[src/rtl/arq_pkg.sv]
// Shared types and default constants for the ARQ sender and its timeout timer.
package arq_pkg;

  typedef enum logic [1:0] {
    ST_IDLE = 2'd0,
    ST_SEND = 2'd1,
    ST_WAIT = 2'd2
  } arq_state_t;

  localparam int DEF_DATA_WIDTH     = 8;
  localparam int DEF_MAX_RETRIES    = 3;
  localparam int DEF_TIMEOUT_CYCLES = 16;

  // Keeps the counter at least one bit wide when the timeout is a single cycle.
  function automatic int timer_width(input int cycles);
    return (cycles > 1) ? $clog2(cycles) : 1;
  endfunction

endpackage

[src/rtl/arq_timer.sv]
// WAIT-phase timeout counter: counts enabled cycles and flags the last one.
module arq_timer
  import arq_pkg::*;
#(
  parameter int TIMEOUT_CYCLES = DEF_TIMEOUT_CYCLES
) (
  input  logic clk,
  input  logic rst_n,
  input  logic i_clear,
  input  logic i_enable,
  output logic o_expired
);

  localparam int              TW   = timer_width(TIMEOUT_CYCLES);
  localparam logic [TW-1:0]   LAST = TW'(TIMEOUT_CYCLES - 1);

  logic [TW-1:0] r_count;

  always_ff @(posedge clk) begin
    if (!rst_n) begin
      r_count <= '0;
    end else if (i_clear) begin
      r_count <= '0;
    end else if (i_enable && (r_count != LAST)) begin
      r_count <= r_count + TW'(1);
    end
  end

  assign o_expired = (r_count == LAST);

endmodule

[src/rtl/arq_sender.sv]
// Stop-and-wait ARQ sender: holds one word, strobes it downstream and retries
// on nack or timeout until delivered or the retry budget is spent.
module arq_sender
  import arq_pkg::*;
#(
  parameter int DATA_WIDTH     = DEF_DATA_WIDTH,
  parameter int MAX_RETRIES    = DEF_MAX_RETRIES,
  parameter int TIMEOUT_CYCLES = DEF_TIMEOUT_CYCLES
) (
  input  logic                  clk,
  input  logic                  rst_n,
  input  logic                  src_valid,
  input  logic [DATA_WIDTH-1:0] src_data,
  output logic                  src_ready,
  output logic                  wr_en,
  output logic [DATA_WIDTH-1:0] data_out,
  input  logic                  ack,
  input  logic                  nack,
  output logic                  sent,
  output logic                  fail,
  output logic [1:0]            retry_cnt
);

  localparam logic [1:0] MAX_RC = 2'(MAX_RETRIES);

  arq_state_t            r_state;
  logic [DATA_WIDTH-1:0] r_hold;
  logic                  r_sent;
  logic                  r_fail;
  logic [1:0]            r_retry_cnt;

  logic w_timer_en;
  logic w_timer_clear;
  logic w_expired;
  logic w_attempt_failed;

  assign w_timer_en    = (r_state == ST_WAIT);
  assign w_timer_clear = !w_timer_en;

  arq_timer #(
    .TIMEOUT_CYCLES(TIMEOUT_CYCLES)
  ) u_timer (
    .clk      (clk),
    .rst_n    (rst_n),
    .i_clear  (w_timer_clear),
    .i_enable (w_timer_en),
    .o_expired(w_expired)
  );

  // A simultaneous ack+nack falls through to the retry path as a nack.
  assign w_attempt_failed = nack || w_expired;

  always_ff @(posedge clk) begin
    if (!rst_n) begin
      r_state     <= ST_IDLE;
      r_hold      <= '0;
      r_sent      <= 1'b0;
      r_fail      <= 1'b0;
      r_retry_cnt <= '0;
    end else begin
      r_sent <= 1'b0;
      r_fail <= 1'b0;
      case (r_state)
        ST_IDLE: begin
          if (src_valid) begin
            r_hold      <= src_data;
            r_retry_cnt <= '0;
            r_state     <= ST_SEND;
          end
        end
        ST_SEND: begin
          r_state <= ST_WAIT;
        end
        ST_WAIT: begin
          if (ack && !nack) begin
            r_sent  <= 1'b1;
            r_state <= ST_IDLE;
          end else if (w_attempt_failed) begin
            if (r_retry_cnt < MAX_RC) begin
              r_retry_cnt <= r_retry_cnt + 2'd1;
              r_state     <= ST_SEND;
            end else begin
              r_fail  <= 1'b1;
              r_state <= ST_IDLE;
            end
          end
        end
        default: begin
          r_state <= ST_IDLE;
        end
      endcase
    end
  end

  assign src_ready = (r_state == ST_IDLE);
  assign wr_en     = (r_state == ST_SEND);
  assign data_out  = r_hold;
  assign sent      = r_sent;
  assign fail      = r_fail;
  assign retry_cnt = r_retry_cnt;

endmodule

[config.mk]
export PLATFORM = sky130hd
export DESIGN_NAME = arq_sender
export DESIGN_NICKNAME = d
export VERILOG_FILES = /design/src/rtl/arq_pkg.sv /design/src/rtl/arq_timer.sv /design/src/rtl/arq_sender.sv
export SDC_FILE = /design/constraint.sdc
export NUM_CORES = 1
export LEC_CHECK = 0
export CAP_MARGIN = 20
export CORE_UTILIZATION = 40
export DETAILED_ROUTE_END_ITERATION = 7
export GPL_TIMING_DRIVEN = 0
export PLACE_DENSITY = 0.83
export SLEW_MARGIN = 30
export SYNTH_ARGS = -nofsm -noshare
export SYNTH_HDL_FRONTEND = slang
export SYNTH_SLANG_ARGS = --single-unit
[constraint.sdc]
create_clock -name clk -period 3.9 [get_ports clk]
set_input_delay 0.39 -clock clk [delete_from_list [all_inputs] [get_ports clk]]
set_output_delay 0.39 -clock clk [all_outputs]
set_load 0.02 [all_outputs]
==> flow_metrics.tcl <==
set metrics [dict create \
    grt_pass1_wl_um 2550 \
    layout-drive-gt1-share_pct 9.32 \
    initial_core_util_pct 44.4 \
    postCtsSetupBuffers 0 \
    portBuffers 26 \
    synth_common_cells "18 x dfxtp_1, 18 x nand2_1, 8 x a21boi_1, 7 x nor2_1, 4 x nand3_1" \
    die_x_um 46.7 \
    antenna-diode-count 0 \
    grt_max_degree 11 \
    synth-async-reset-ratio_pct 0 \
    nets 135 \
    outcome "completed" \
    synth.top_cell.area_share_pct 45.1 \
    cts_max_level 1 \
    hold_viol 0 \
    drt_iter0_drc 5 \
    vias 701 \
    numCtsBuffers 3 \
    io_pins 27 \
    path_max_fanout 6 \
    totalNegativeSetupSlack_ns 0 \
    min_period_ns 2.01 \
    worst_pin_slew_ns 0.363 \
    netlist_instances 89 \
    synth_cell_type_count 31 \
    grt_pass1_vias 607 \
    drc 0 \
    critPathCaptureType "output port" \
    seq_area_frac_synth_pct 45.1 \
    max_cap_violations 0 \
    via_per_inst 4.90 \
    dpl-instance-area_um2 1090 \
    antenna_found_initial 0 \
    clkLatencyLatePin_ns 0.28 \
    final_antenna_net_count 0 \
    power_uw 350 \
    slew_violations 0 \
    finalCritPeriodShare_pct 51.4 \
    gp_congestion 0.760 \
    maxSlewHeadroom_pct 75.8 \
    finalSetupViolCount 0 \
    final.setup_skew_ns 0.00368 \
    die-area_um2 2180 \
    wire_per_inst_um 10.7 \
    leakage_uw 0.000435 \
    grt_overflow 0 \
    fin_util_pct 61.8 \
    die_h_um 46.7 \
    hp-class "reg2reg" \
    cts_hold_buf 0 \
    cts.sinks 18 \
    cts_tree "yes" \
    core_area_um2 1800 \
    cts.repair.resized 0 \
    crit_type "reg2out" \
    start_kind "flip-flop" \
    fmax_ghz 0.498 \
    cts_root_buf "clkbuf_4" \
    rsz0062_at_grt "false" \
    rows 15 \
    cp.required_ns 3.51 \
    clk_pin_slew_ns 0.09 \
    dp_hpwl_um 1190 \
    synth_ff_type "dfxtp_1" \
    syn-cell-area_um2 800 \
    power_density_nw_per_um2 314 \
    irDropWorstVdd_mv 0.216 \
    postSynthAreaPerCell_um2 8.98 \
    synth_nets 104 \
    area_growth_pct 39.3 \
    dr.pass1.iters 4 \
    synth.area.top_cells "dfxtp_1 45%, nand2_1 8.5%, a21boi_1 7.5%, nor2_1 3.3%, ha_1 3.1%" \
    ys_warn_count 0 \
    grt_usage_pct 16.8 \
    clockBufferDepth 2 \
    fin_area_um2 1110 \
    cp.arrival_ns 1.62 \
    yosys.area.top_type "dfxtp_1" \
    ys_ff_latch 18 \
    synth-edff-count 0 \
    wl_um 1540 \
]
[critical path, stage by stage, from the launching register on]
cell	delay, ns
dfxtp_1	0.46
nor2b_1	0.24
clkdlybuf4s50_1	0.63
[per-stage QoR]
step | std cells | worst slack (ns) | hold slack [ns]
floorplan | 89 | 2.68 | 0.466
global placement | 140 | 2.18 | 0.441
detailed placement | 140 | 2.18 | 0.445
CTS | 143 | 1.88 | 0.459
global route | 143 | 1.84 | 0.476
finish | 143 | 1.89 | 0.456
[worst paths after layout]
kind / startpoint / end / slack, ns / cells after the start
max reg2reg: u_timer.r_count[0] / retry_cnt[1] / 2.52 / 5
min: data_out[6] / data_out[6] / 0.46 / 2
max: r_state[0] / wr_en / 1.89 / 2
min reg2reg: data_out[6] / data_out[6] / 0.46 / 2
[kinds of logic after synthesis]
| group | Yosys count | share of synthesized area [%] |
|---|---|---|
| AND/OR/NAND/NOR | 45 | 30.4 |
| flip-flops | 18 | 45.1 |
| AO/OA/AOI/OAI | 16 | 14.1 |
| buffers and inverters | 5 | 3.76 |
| multiplexers | 2 | 2.50 |
| adder cells (fa/ha/maj) | 2 | 3.13 |
| XOR/XNOR | 1 | 1.10 |
[registers in the layout, indices dropped and copies added (netlist names)]
register / flops
data_out: 8
r_state: 2
fail: 1
sent: 1
u_timer.r_count: 4
retry_cnt: 2
[metal layers]
| metal | part of all wire [%] | GRT usage, % |
|---|---|---|
| met1 | 46 | 19.9 |
| met2 | 48 | 28.3 |
| met3 | 3.9 | 5.88 |
| met4 | 1.6 | 5.14 |
| met5 | 0 | 0 |
[report_power, final]
group	total, uW	leakage, uW	internal (uW)	switching, uW
registers	196	0.000147	191	4.58
clock network	86.9	0.0000138	35.9	51.1
logic	67.5	0.000274	36.0	31.5
[placed cells by master (no fill, tap or decap)]
| master | synthesis | final |
|---|---|---|
| nand2b_1 | 1 | 1 |
| clkdlybuf4s50_1 | 0 | 26 |
| clkbuf_1 | 1 | 1 |
| a21boi_1 | 8 | 8 |
| xnor2_1 | 1 | 1 |
| clkbuf_4 | 0 | 3 |
| dfxtp_1 | 18 | 18 |
| nand2_2 | 1 | 1 |
| nand2_1 | 18 | 18 |
| buf_6 | 1 | 1 |
| nand4b_1 | 1 | 1 |
| inv_1 | 2 | 2 |
| buf_4 | 1 | 1 |
| nand4b_2 | 1 | 1 |
| nor2b_1 | 2 | 2 |
| o22ai_1 | 1 | 1 |
| o211ai_1 | 2 | 2 |
| and2b_1 | 1 | 1 |
| nor2_1 | 7 | 7 |
| mux2i_1 | 2 | 2 |
| nand4_1 | 1 | 1 |
| nor3_1 | 2 | 2 |
| o21ai_0 | 1 | 1 |
| a211oi_1 | 1 | 1 |
| nor2_4 | 1 | 1 |
| a21oi_2 | 1 | 1 |
| nor3b_1 | 1 | 1 |
| and3_1 | 1 | 1 |
| nor3b_2 | 2 | 2 |
| and2_1 | 1 | 1 |
| a21oi_1 | 2 | 2 |
| ha_1 | 2 | 2 |
| nand3_1 | 4 | 4 |
[layout make-up]
cell class	count	area (um2)
Clock buffer	3	22.5
Inverter	2	7.51
Tap cell	25	31.3
Timing Repair Buffer	26	260
Buffer	3	22.5
Multi-Input combinational cell	66	409
Sequential cell	18	360
Fill cell	171	688
No activity file was read; power rests on OpenSTA's default activity.
==> RTL edit (same flow settings) <==
Set the package constant `DEF_TIMEOUT_CYCLES` to 8 (it was 16).
--- a/src/rtl/arq_pkg.sv
+++ b/src/rtl/arq_pkg.sv
@@ -9,7 +9,7 @@
 
   localparam int DEF_DATA_WIDTH     = 8;
   localparam int DEF_MAX_RETRIES    = 3;
-  localparam int DEF_TIMEOUT_CYCLES = 16;
+  localparam int DEF_TIMEOUT_CYCLES = 8;
 
   // Keeps the counter at least one bit wide when the timeout is a single cycle.
   function automatic int timer_width(input int cycles);
Formal check against the unedited RTL: same outputs for any inputs over 10 cycles, from zero or initial values and one cycle with rst_n low; that may be too few to reach the edited logic, so the function may still have changed.
==> RTL edit against the unedited design <==
Core utilization is 2.1 points higher. Critical path depth stayed put. Setup slack better by 110 ps. Sequential cell count is 1 lower. Total power is 0.31% lower. Wire length is 7.6% lower. Area after synthesis is 15% lower. Sequential power is 5% lower. Cell area is 12% lower. Cell count is 20% lower. Non-clock buffer count is 1 lower. Largest power group unchanged. Highest routed layer is now met3.
==> RTL edit: results (changes against the unedited design) <==
| Metric | Value |
|---|---|
| Detailed Route Iter0 Violations | `10 (was 5)` |
| Worst Tran Pin Value | `278.2 ps (was 363.4 ps)` |
| Routed via count | `563 (was 701)` |
| Detailed Place HPWL | `1.036 mm (was 1.191 mm)` |
| Status | `finished, final reports clean (unchanged)` |
| RD Place Congestion | `0.6869 (was 0.7596)` |
| Sequential share of the synthesized area | `0.5028 (was 0.4507)` |
| Setup repair bufs after CTS | `0 (unchanged)` |
| Synth Net Count | `85 (was 104)` |
| Dominant synthesized flop cell | `dfxtp_1 (unchanged)` |
| Synth area leaders | `dfxtp_1, mux2i_1, nor2_1 (was dfxtp_1, nand2_1, a21boi_1)` |
| Clock skew | `9.088 ps (was 3.683 ps)` |
| Nets | `116 (was 135)` |
| Arr. time, crit path | `1500 ps (was 1620 ps)` |
| Layout cells sized above 1 | `0.06061 (was 0.09322)` |
| Lkg Pwr | `0.4199 nW (was 0.4350 nW)` |
| Top cells by instance count after synthesis | `dfxtp_1, nor2_1, mux2i_1 (was dfxtp_1, nand2_1, a21boi_1)` |
| First-pass GRT wire length | `2.428 mm (was 2.553 mm)` |
| Count of different cell masters after synthesis | `20 (was 31)` |
| Vias in the first global route | `584 (was 607)` |
| Peak VDD IR | `331.0 µV (was 216.0 µV)` |
| Total track usage | `0.1757 (was 0.1676)` |
| Routed wire per std cell | `12.35 µm (was 10.74 µm)` |
| Worst-case clock buffer depth | `2 (unchanged)` |
| Worst-path maximum fanout | `4 (was 6)` |
| Diodes inserted | `0 (unchanged)` |
| Place WS | `2207 ps (was 2175 ps)` |
## RTL edit: changes by cell type after synthesis, sizes merged, moves of 2 or more
cell | unedited run | this run
nand2 | 19 | 3
o211ai | 2 | 0
mux2i | 2 | 12
a21boi | 8 | 0
nor3b | 3 | 0
nand4b | 2 | 0
nand3 | 4 | 1
nor2 | 8 | 15
## RTL edit: layer usage
metal  up-vias  share of wire  global-route usage
met2        15           0.55              0.3075
met3         0          0.046             0.06383
met5         -              0                   0
met4         0              0             0.03636
li1        287              -                   -
met1       261           0.40              0.2032
## RTL edit: cell families (layout without fill, tap and decap cells)
kind of cell	count (synthesis)	after routing	synth area share
AOI/OAI and AO/OA	4	4	0.03698
xor gates and xnor gates	1	1	0.01294
adders and majority gates	3	3	0.05546
buffers and inverters	5	35	0.03512
DFF	17	17	0.5028
muxes	12	12	0.1775
and+or+nand+nor	27	27	0.1793
## RTL edit: layout make-up
type	instances	area (µm²)
clock inverters	1	5.005
inverters	3	11.26
plain buffers	2	12.51
repair buffers	26	260.3
clock buffers	3	22.52
multi-input cells	47	312.8
flip-flops and latches	17	340.3
fillers	145	556.8
well taps	16	20.02
## RTL edit: path summary, 6_finish.rpt
kind | startpoint | end | slack (ps) | cells after the start
setup / recovery | r_state[0]$_SDFFE_PN0P_ | wr_en | 2010 | 2
hold reg to reg | retry_cnt[1]$_SDFFE_PN0P_ | retry_cnt[1]$_SDFFE_PN0P_ | 490 | 2
setup reg to reg | u_timer.r_count[0]$_SDFFE_PN0P_ | retry_cnt[0]$_SDFFE_PN0P_ | 2260 | 6
hold / removal | retry_cnt[1]$_SDFFE_PN0P_ | retry_cnt[1]$_SDFFE_PN0P_ | 490 | 2
## RTL edit: worst max-delay path: stages, from the launching register on
cell             delay [ps]
dfxtp_1                 390
nor2b_1                 200
clkdlybuf4s50_1         630
## RTL edit: through the flow
| step | cells | power [W] | area, µm² | hold WS [ps] | utilization |
|---|---|---|---|---|---|
| floorplan | 69 | 0.0002264 | 676.9 | 467.6 | - |
| CTS | 115 | 0.0003545 | 984.7 | 493.2 | 0.6388 |
| finish | 115 | 0.0003489 | 984.7 | 485.4 | 0.6388 |
| global route | 115 | 0.0003679 | 984.7 | 521.0 | 0.6388 |
| detailed placement | 111 | 0.0002604 | 957.2 | 475.8 | 0.6209 |
| global placement | 111 | 0.0002589 | 957.2 | 472.6 | 0.6209 |
## RTL edit: where the power goes
part	switching [W]	total [W]	internal (W)
clock	0.0000540	0.0000921	0.0000381
sequential	0.00000518	0.000187	0.000182
combinational	0.0000316	0.0000699	0.0000383
